===== config.mk =====
export PLATFORM = sky130hd
export DESIGN_NAME = sensor_conditioner_flat
export DESIGN_NICKNAME = d
export VERILOG_FILES = /design/src/rtl/irrigation_pkg.sv /design/src/rtl/sensor_conditioner_if.sv /design/src/rtl/debounce_channel.sv /design/src/rtl/sensor_conditioner.sv /design/src/flat_wrapper.sv
export SDC_FILE = /design/constraint.sdc
export NUM_CORES = 1
export LEC_CHECK = 0
export CORE_ASPECT_RATIO = 0.9
export CORE_MARGIN = 2
export CORE_UTILIZATION = 51
export CTS_BUF_LIST = sky130_fd_sc_hd__clkbuf_4 sky130_fd_sc_hd__clkbuf_8
export DETAILED_ROUTE_END_ITERATION = 7
export DONT_BUFFER_PORTS = 1
export PLACE_DENSITY_LB_ADDON = 0.08
export SLEW_MARGIN = 20
export SYNTH_ARGS = -nofsm -noshare
export SYNTH_HDL_FRONTEND = slang
export SYNTH_HIERARCHICAL = 1
export SYNTH_SLANG_ARGS = --single-unit

===== constraint.sdc =====
create_clock -name clk -period 1.8 [get_ports clk]
set_input_delay 0.36 -clock clk [delete_from_list [all_inputs] [get_ports clk]]
set_output_delay 0.36 -clock clk [all_outputs]
set_load 0.005 [all_outputs]

===== src/rtl/irrigation_pkg.sv =====
// Shared constants and types for the irrigation sensor front end.
package irrigation_pkg;

  localparam int unsigned DEBOUNCE_CYCLES_DEFAULT = 16;
  localparam int unsigned NUM_SENSORS             = 6;

  localparam int unsigned CH_H  = 0;
  localparam int unsigned CH_M  = 1;
  localparam int unsigned CH_L  = 2;
  localparam int unsigned CH_US = 3;
  localparam int unsigned CH_UA = 4;
  localparam int unsigned CH_T  = 5;

  // Tank triple ordered {h, m, l}
  typedef logic [2:0] level_t;

  localparam level_t LVL_EMPTY = 3'b000;
  localparam level_t LVL_LOW   = 3'b001;
  localparam level_t LVL_MID   = 3'b011;
  localparam level_t LVL_FULL  = 3'b111;

  typedef struct packed {
    logic h;
    logic m;
    logic l;
    logic us;
    logic ua;
    logic t;
  } sensors_t;

  function automatic logic level_ok(level_t v);
    return (v == LVL_EMPTY) || (v == LVL_LOW) || (v == LVL_MID) || (v == LVL_FULL);
  endfunction

endpackage


===== src/rtl/sensor_conditioner_if.sv =====
// Raw sensor inputs and conditioned outputs of the sensor conditioner.
interface sensor_conditioner_if;

  logic h_raw, m_raw, l_raw, us_raw, ua_raw, t_raw;
  logic h, m, l, us, ua, t;
  logic level_err, valid, changed;

  modport master (
    output h_raw, m_raw, l_raw, us_raw, ua_raw, t_raw,
    input  h, m, l, us, ua, t, level_err, valid, changed
  );

  modport slave (
    input  h_raw, m_raw, l_raw, us_raw, ua_raw, t_raw,
    output h, m, l, us, ua, t, level_err, valid, changed
  );

endinterface


===== src/rtl/debounce_channel.sv =====
// One sensor channel: 2-flop synchronizer followed by a qualify-then-commit debouncer.
module debounce_channel
  import irrigation_pkg::*;
#(
  parameter int unsigned DEBOUNCE_CYCLES = DEBOUNCE_CYCLES_DEFAULT
) (
  input  logic clk,
  input  logic reset,
  input  logic i_raw,
  output logic o_st_nxt_c
);

  localparam int unsigned     CW       = $clog2(DEBOUNCE_CYCLES);
  localparam logic [CW-1:0]   CNT_LAST = CW'(DEBOUNCE_CYCLES - 1);

  logic          r_s1, r_s2, r_st;
  logic [CW-1:0] r_cnt;
  logic [CW-1:0] w_cnt_nxt;
  logic          w_st_nxt;

  // Any cycle where the synchronized input matches the stable value restarts qualification
  always_comb begin
    w_st_nxt  = r_st;
    w_cnt_nxt = '0;
    if (r_s2 != r_st) begin
      if (r_cnt == CNT_LAST) w_st_nxt  = r_s2;
      else                   w_cnt_nxt = r_cnt + CW'(1);
    end
  end

  always_ff @(posedge clk) begin
    if (reset) begin
      r_s1  <= 1'b0;
      r_s2  <= 1'b0;
      r_cnt <= '0;
      r_st  <= 1'b0;
    end else begin
      r_s1  <= i_raw;
      r_s2  <= r_s1;
      r_cnt <= w_cnt_nxt;
      r_st  <= w_st_nxt;
    end
  end

  // Next stable value lets the parent register its outputs on the same edge as r_st
  assign o_st_nxt_c = w_st_nxt;

endmodule


===== src/rtl/sensor_conditioner.sv =====
// Debounces six sensor switches, filters implausible tank levels, flags startup and changes.
module sensor_conditioner
  import irrigation_pkg::*;
#(
  parameter int unsigned DEBOUNCE_CYCLES = DEBOUNCE_CYCLES_DEFAULT
) (
  input  logic                 clk,
  input  logic                 reset,
  sensor_conditioner_if.slave  bus
);

  localparam int unsigned   SC_MAX  = DEBOUNCE_CYCLES + 2;
  localparam int unsigned   SC_W    = $clog2(SC_MAX + 1);
  localparam logic [SC_W-1:0] SC_LAST = SC_W'(SC_MAX);
  localparam logic [SC_W-1:0] SC_FIRE = SC_W'(SC_MAX - 1);

  logic [NUM_SENSORS-1:0] w_raw;
  logic [NUM_SENSORS-1:0] w_st_nxt;

  level_t    w_lvl_nxt;
  level_t    w_lc_nxt;
  logic      w_lvl_ok;
  sensors_t  w_out_nxt;

  // r_out.h/m/l is the last consistent tank triple
  sensors_t  r_out;
  logic      r_level_err;
  logic      r_valid;
  logic      r_changed;
  logic [SC_W-1:0] r_sc;

  assign w_raw[CH_H]  = bus.h_raw;
  assign w_raw[CH_M]  = bus.m_raw;
  assign w_raw[CH_L]  = bus.l_raw;
  assign w_raw[CH_US] = bus.us_raw;
  assign w_raw[CH_UA] = bus.ua_raw;
  assign w_raw[CH_T]  = bus.t_raw;

  for (genvar g = 0; g < NUM_SENSORS; g++) begin : g_ch
    debounce_channel #(.DEBOUNCE_CYCLES(DEBOUNCE_CYCLES)) u_deb (
      .clk        (clk),
      .reset      (reset),
      .i_raw      (w_raw[g]),
      .o_st_nxt_c (w_st_nxt[g])
    );
  end

  always_comb begin
    w_lvl_nxt = {w_st_nxt[CH_H], w_st_nxt[CH_M], w_st_nxt[CH_L]};
    w_lvl_ok  = level_ok(w_lvl_nxt);
    w_lc_nxt  = w_lvl_ok ? w_lvl_nxt : level_t'({r_out.h, r_out.m, r_out.l});
    w_out_nxt = sensors_t'({w_lc_nxt, w_st_nxt[CH_US], w_st_nxt[CH_UA], w_st_nxt[CH_T]});
  end

  always_ff @(posedge clk) begin
    if (reset) begin
      r_out       <= '0;
      r_level_err <= 1'b0;
      r_valid     <= 1'b0;
      r_changed   <= 1'b0;
      r_sc        <= '0;
    end else begin
      r_out       <= w_out_nxt;
      r_level_err <= !w_lvl_ok;
      if (r_sc != SC_LAST) r_sc    <= r_sc + SC_W'(1);
      if (r_sc == SC_FIRE) r_valid <= 1'b1;
      // Uses the pre-edge valid so the settling update itself never pulses
      r_changed   <= r_valid && (w_out_nxt != r_out);
    end
  end

  assign bus.h         = r_out.h;
  assign bus.m         = r_out.m;
  assign bus.l         = r_out.l;
  assign bus.us        = r_out.us;
  assign bus.ua        = r_out.ua;
  assign bus.t         = r_out.t;
  assign bus.level_err = r_level_err;
  assign bus.valid     = r_valid;
  assign bus.changed   = r_changed;

endmodule


===== src/flat_wrapper.sv =====
// flat-port wrapper written by rule: the top's interface ports become plain ports
module sensor_conditioner_flat import irrigation_pkg::*;
#(
  parameter int unsigned DEBOUNCE_CYCLES = DEBOUNCE_CYCLES_DEFAULT
)
  (clk, reset, bus_h_raw, bus_m_raw, bus_l_raw, bus_us_raw, bus_ua_raw, bus_t_raw, bus_h, bus_m, bus_l, bus_us, bus_ua, bus_t, bus_level_err, bus_valid, bus_changed);
  sensor_conditioner_if bus_i ();
  input  logic clk;
  input  logic reset;
  input wire logic [$bits(bus_i.h_raw)-1:0] bus_h_raw;
  input wire logic [$bits(bus_i.m_raw)-1:0] bus_m_raw;
  input wire logic [$bits(bus_i.l_raw)-1:0] bus_l_raw;
  input wire logic [$bits(bus_i.us_raw)-1:0] bus_us_raw;
  input wire logic [$bits(bus_i.ua_raw)-1:0] bus_ua_raw;
  input wire logic [$bits(bus_i.t_raw)-1:0] bus_t_raw;
  output wire logic [$bits(bus_i.h)-1:0] bus_h;
  output wire logic [$bits(bus_i.m)-1:0] bus_m;
  output wire logic [$bits(bus_i.l)-1:0] bus_l;
  output wire logic [$bits(bus_i.us)-1:0] bus_us;
  output wire logic [$bits(bus_i.ua)-1:0] bus_ua;
  output wire logic [$bits(bus_i.t)-1:0] bus_t;
  output wire logic [$bits(bus_i.level_err)-1:0] bus_level_err;
  output wire logic [$bits(bus_i.valid)-1:0] bus_valid;
  output wire logic [$bits(bus_i.changed)-1:0] bus_changed;
  assign bus_i.h_raw = bus_h_raw;
  assign bus_i.m_raw = bus_m_raw;
  assign bus_i.l_raw = bus_l_raw;
  assign bus_i.us_raw = bus_us_raw;
  assign bus_i.ua_raw = bus_ua_raw;
  assign bus_i.t_raw = bus_t_raw;
  assign bus_h = bus_i.h;
  assign bus_m = bus_i.m;
  assign bus_l = bus_i.l;
  assign bus_us = bus_i.us;
  assign bus_ua = bus_i.ua;
  assign bus_t = bus_i.t;
  assign bus_level_err = bus_i.level_err;
  assign bus_valid = bus_i.valid;
  assign bus_changed = bus_i.changed;
  sensor_conditioner #(.DEBOUNCE_CYCLES(DEBOUNCE_CYCLES)) u_core (.clk(clk), .reset(reset), .bus(bus_i));
endmodule

==> flow_summary.ini <==
[outcome]
outcome = finished, final reports clean

[die]
die_w_um = 73.4
coreArea_um2 = 4130
rows = 22
initial_core_util_pct = 53.5
dieArea_um2 = 4880
num_io_pins = 17
die_h_um = 66.4

[power_and_ir_drop]
power.density_nw_per_um2 = 855
pwr-share-comb_pct = 2.3
max-vdd-ir-drop_v = 0.000625
leakage_nw = 0.921
power_frac_seq_pct = 63.3
power_mw = 2.02
switching_power_uw = 386
pwr-share-clk_pct = 34.4
p_int_mw = 1.63
netSwitchingFraction_pct = 19.2

[synthesis]
avgSynthCellArea_um2 = 10.8
synth_area_leaders = dfxtp_1, xor2_1, ha_1
netlist_instances = 204
yosysMostFrequentCell = dfxtp_1
syn_nets = 221
yosys.area.top_type = dfxtp_1
ys_top_cells_by_count = dfxtp_1, nor2_1, xor2_1, nor2b_1
ys_seq_area_share_pct = 50.7
synth-seq-cells = 56
synth_flop_cell = dfxtp_1
yosys_warnings = 6
synth_edf_count = 0
yosysTopAreaCellShare_pct = 50.7
synthDistinctLibCells = 30
synthArstFlopShare_pct = 0
syn-cell-area_um2 = 2210

[setup_path]
path_max_fanout = 9
slowest_stage = or3b_1
cp_top_family = simple AND/OR/NAND/NOR gates
start_kind = register
cp_num_buf_inv = 0
r2r_cells = 6
crit_arrival_ns = 1.89
critical_path_class = register to register
crit_path_end_kind = register
crit_path_max_incr_delay_ns = 0.38
crit_required_ns = 1.97
crit_cells = 6
crit_chain = ha_2 > nand3_2 > mux2_4 > or3b_1 > o2111ai_1 > a311oi_1

[hold_path]
min_path_type = primary input to register
min_path_cells = 1

[timing]
worstMarginPinSlew_ns = 0.326
finalSetupViolCount = 0
setup-tns-final_ns = 0
skew_ns = 0.00593
slew_viol_final = 0
hold_viol_final = 0
slew_headroom_pct = 78.1
fmax_ghz = 0.582
fin_crit_ns = 1.72
finalCritPeriodShare_pct = 95.5

[global_route]
overflow = 0
gr-usage-all-layers_pct = 14.3
grt_pass1_wl_um = 5390
grt_pass1_vias = 1311
antenna_found_initial = 0
grt_max_degree = 39

[layout]
synthToLayoutAreaGrowth_pct = 6.63
fill_cells = 354
diodes = 0
fin_area_um2 = 2360
drive_above_1_share_pct = 14.8
fin_util_pct = 57.1
nNetsFinal = 226

[clock_network]
clockRootBuffer = clkbuf_8
cts_inserted_buffers = 5
tritoncts = done
clk_pin_slew_worst_paths_ns = 0.09
cts_buffer_depth = 2
clk_latency_ns = 0.30
cts_hold_buffers = 0
cts_setup_buffers = 0
post_cts_resize_count = 0
htree_levels = 2
cts_num_sinks = 56

[drt]
dr.first_iter.drc_count = 37
wirelength_um = 3020
viasPerCell = 5.14
firstDrtPassIters = 4
drc = 0
dr_total_vias = 1320
wl_per_cell_um = 11.7
ant_nets = 0

[placed_design]
gp_congestion = 0.727
portBuffers = 0
place_area_um2 = 2250
dp_hpwl_um = 2170

[flow_run]
cap_violations = 0
final timing paths:
kind / start / slack (ns) / end
max: u_core/g_ch[1].u_deb/r_cnt[0]$_SDFF_PP0_ / 0.08 / u_core/bus.changed$_SDFF_PP0_
min: reset / 0.12 / u_core/g_ch[3].u_deb/r_st$_SDFF_PP0_
max reg2reg: u_core/g_ch[1].u_deb/r_cnt[0]$_SDFF_PP0_ / 0.08 / u_core/bus.changed$_SDFF_PP0_
min reg2reg: u_core/g_ch[1].u_deb/r_cnt[0]$_SDFF_PP0_ / 0.44 / u_core/g_ch[1].u_deb/r_cnt[0]$_SDFF_PP0_
metrics by stage:
stage / instances / hold WS [ns] / setup slack (ns)
2_1_floorplan: 204 / 0.414 / 0.161
3_3_place_gp: 250 / 0.418 / 0.119
3_5_place_dp: 250 / 0.428 / 0.0550
4_1_cts: 257 / 0.106 / 0.0500
5_1_grt: 257 / 0.0942 / -0.00222
6_report: 257 / 0.122 / 0.0808
logic make-up after synthesis:
family / count (synthesis) / synth area share (%)
adder cells (fa/ha/maj): 9 / 5.10
AO/OA/AOI/OAI: 10 / 3.28
XOR/XNOR: 26 / 10.3
AND/OR/NAND/NOR: 85 / 23.8
multiplexers: 7 / 4.59
flip-flops: 56 / 50.7
buffers and inverters: 11 / 2.21
registers in the layout (all words and copies together), names as in the netlist, 5 cells and up:
name and flops:
u_core/g_ch.u_deb/r_s1 6, u_core/r_sc 5, u_core/g_ch.u_deb/r_st 6, u_core/g_ch.u_deb/r_cnt 24, u_core/g_ch.u_deb/r_s2 6
cell type report:
type                    count  area [µm²]  share of cell area, %
clock buffers               7        96.3                   4.09
well taps                  48        60.1                   2.55
multi-input cells         137        1040                   44.2
inverters                   9        33.8                   1.43
flip-flops and latches     56        1120                   47.7
power by group through the flow:
stage	sequential (mW)	clock, mW	combinational [mW]
CTS	1.28	0.727	0.0472
floorplan	1.30	0	0.0431
global route	1.28	0.782	0.0533
finish	1.28	0.694	0.0462
detailed placement	1.30	0	0.0468
global placement	1.30	0	0.0444
metal layers:
metal	up-vias	global-route usage (%)	routed length, µm
li1	677	-	-
met2	19	25.1	1460
met5	-	0	0
met1	620	15.7	1370
met4	0	5.45	35
met3	4	4.88	154
placed cells by master (no fill, tap or decap), drive strengths merged:
cell and instances:
or3b 1, nor2b 23, a21oi 3, nand2 2
a311oi 1, mux2 7, or2b 1, o21ai 1
a211oi 2, dfxtp 56, o31ai 1, o2111ai 1
and2b 1, nand3b 6, nand2b 1, nor2 30
ha 9, clkbuf 7, nor3 4, a22oi 1
xnor2 8, xor2 18, inv 9, and4bb 1
nand3 15
Power figures use the tool's default switching activity.
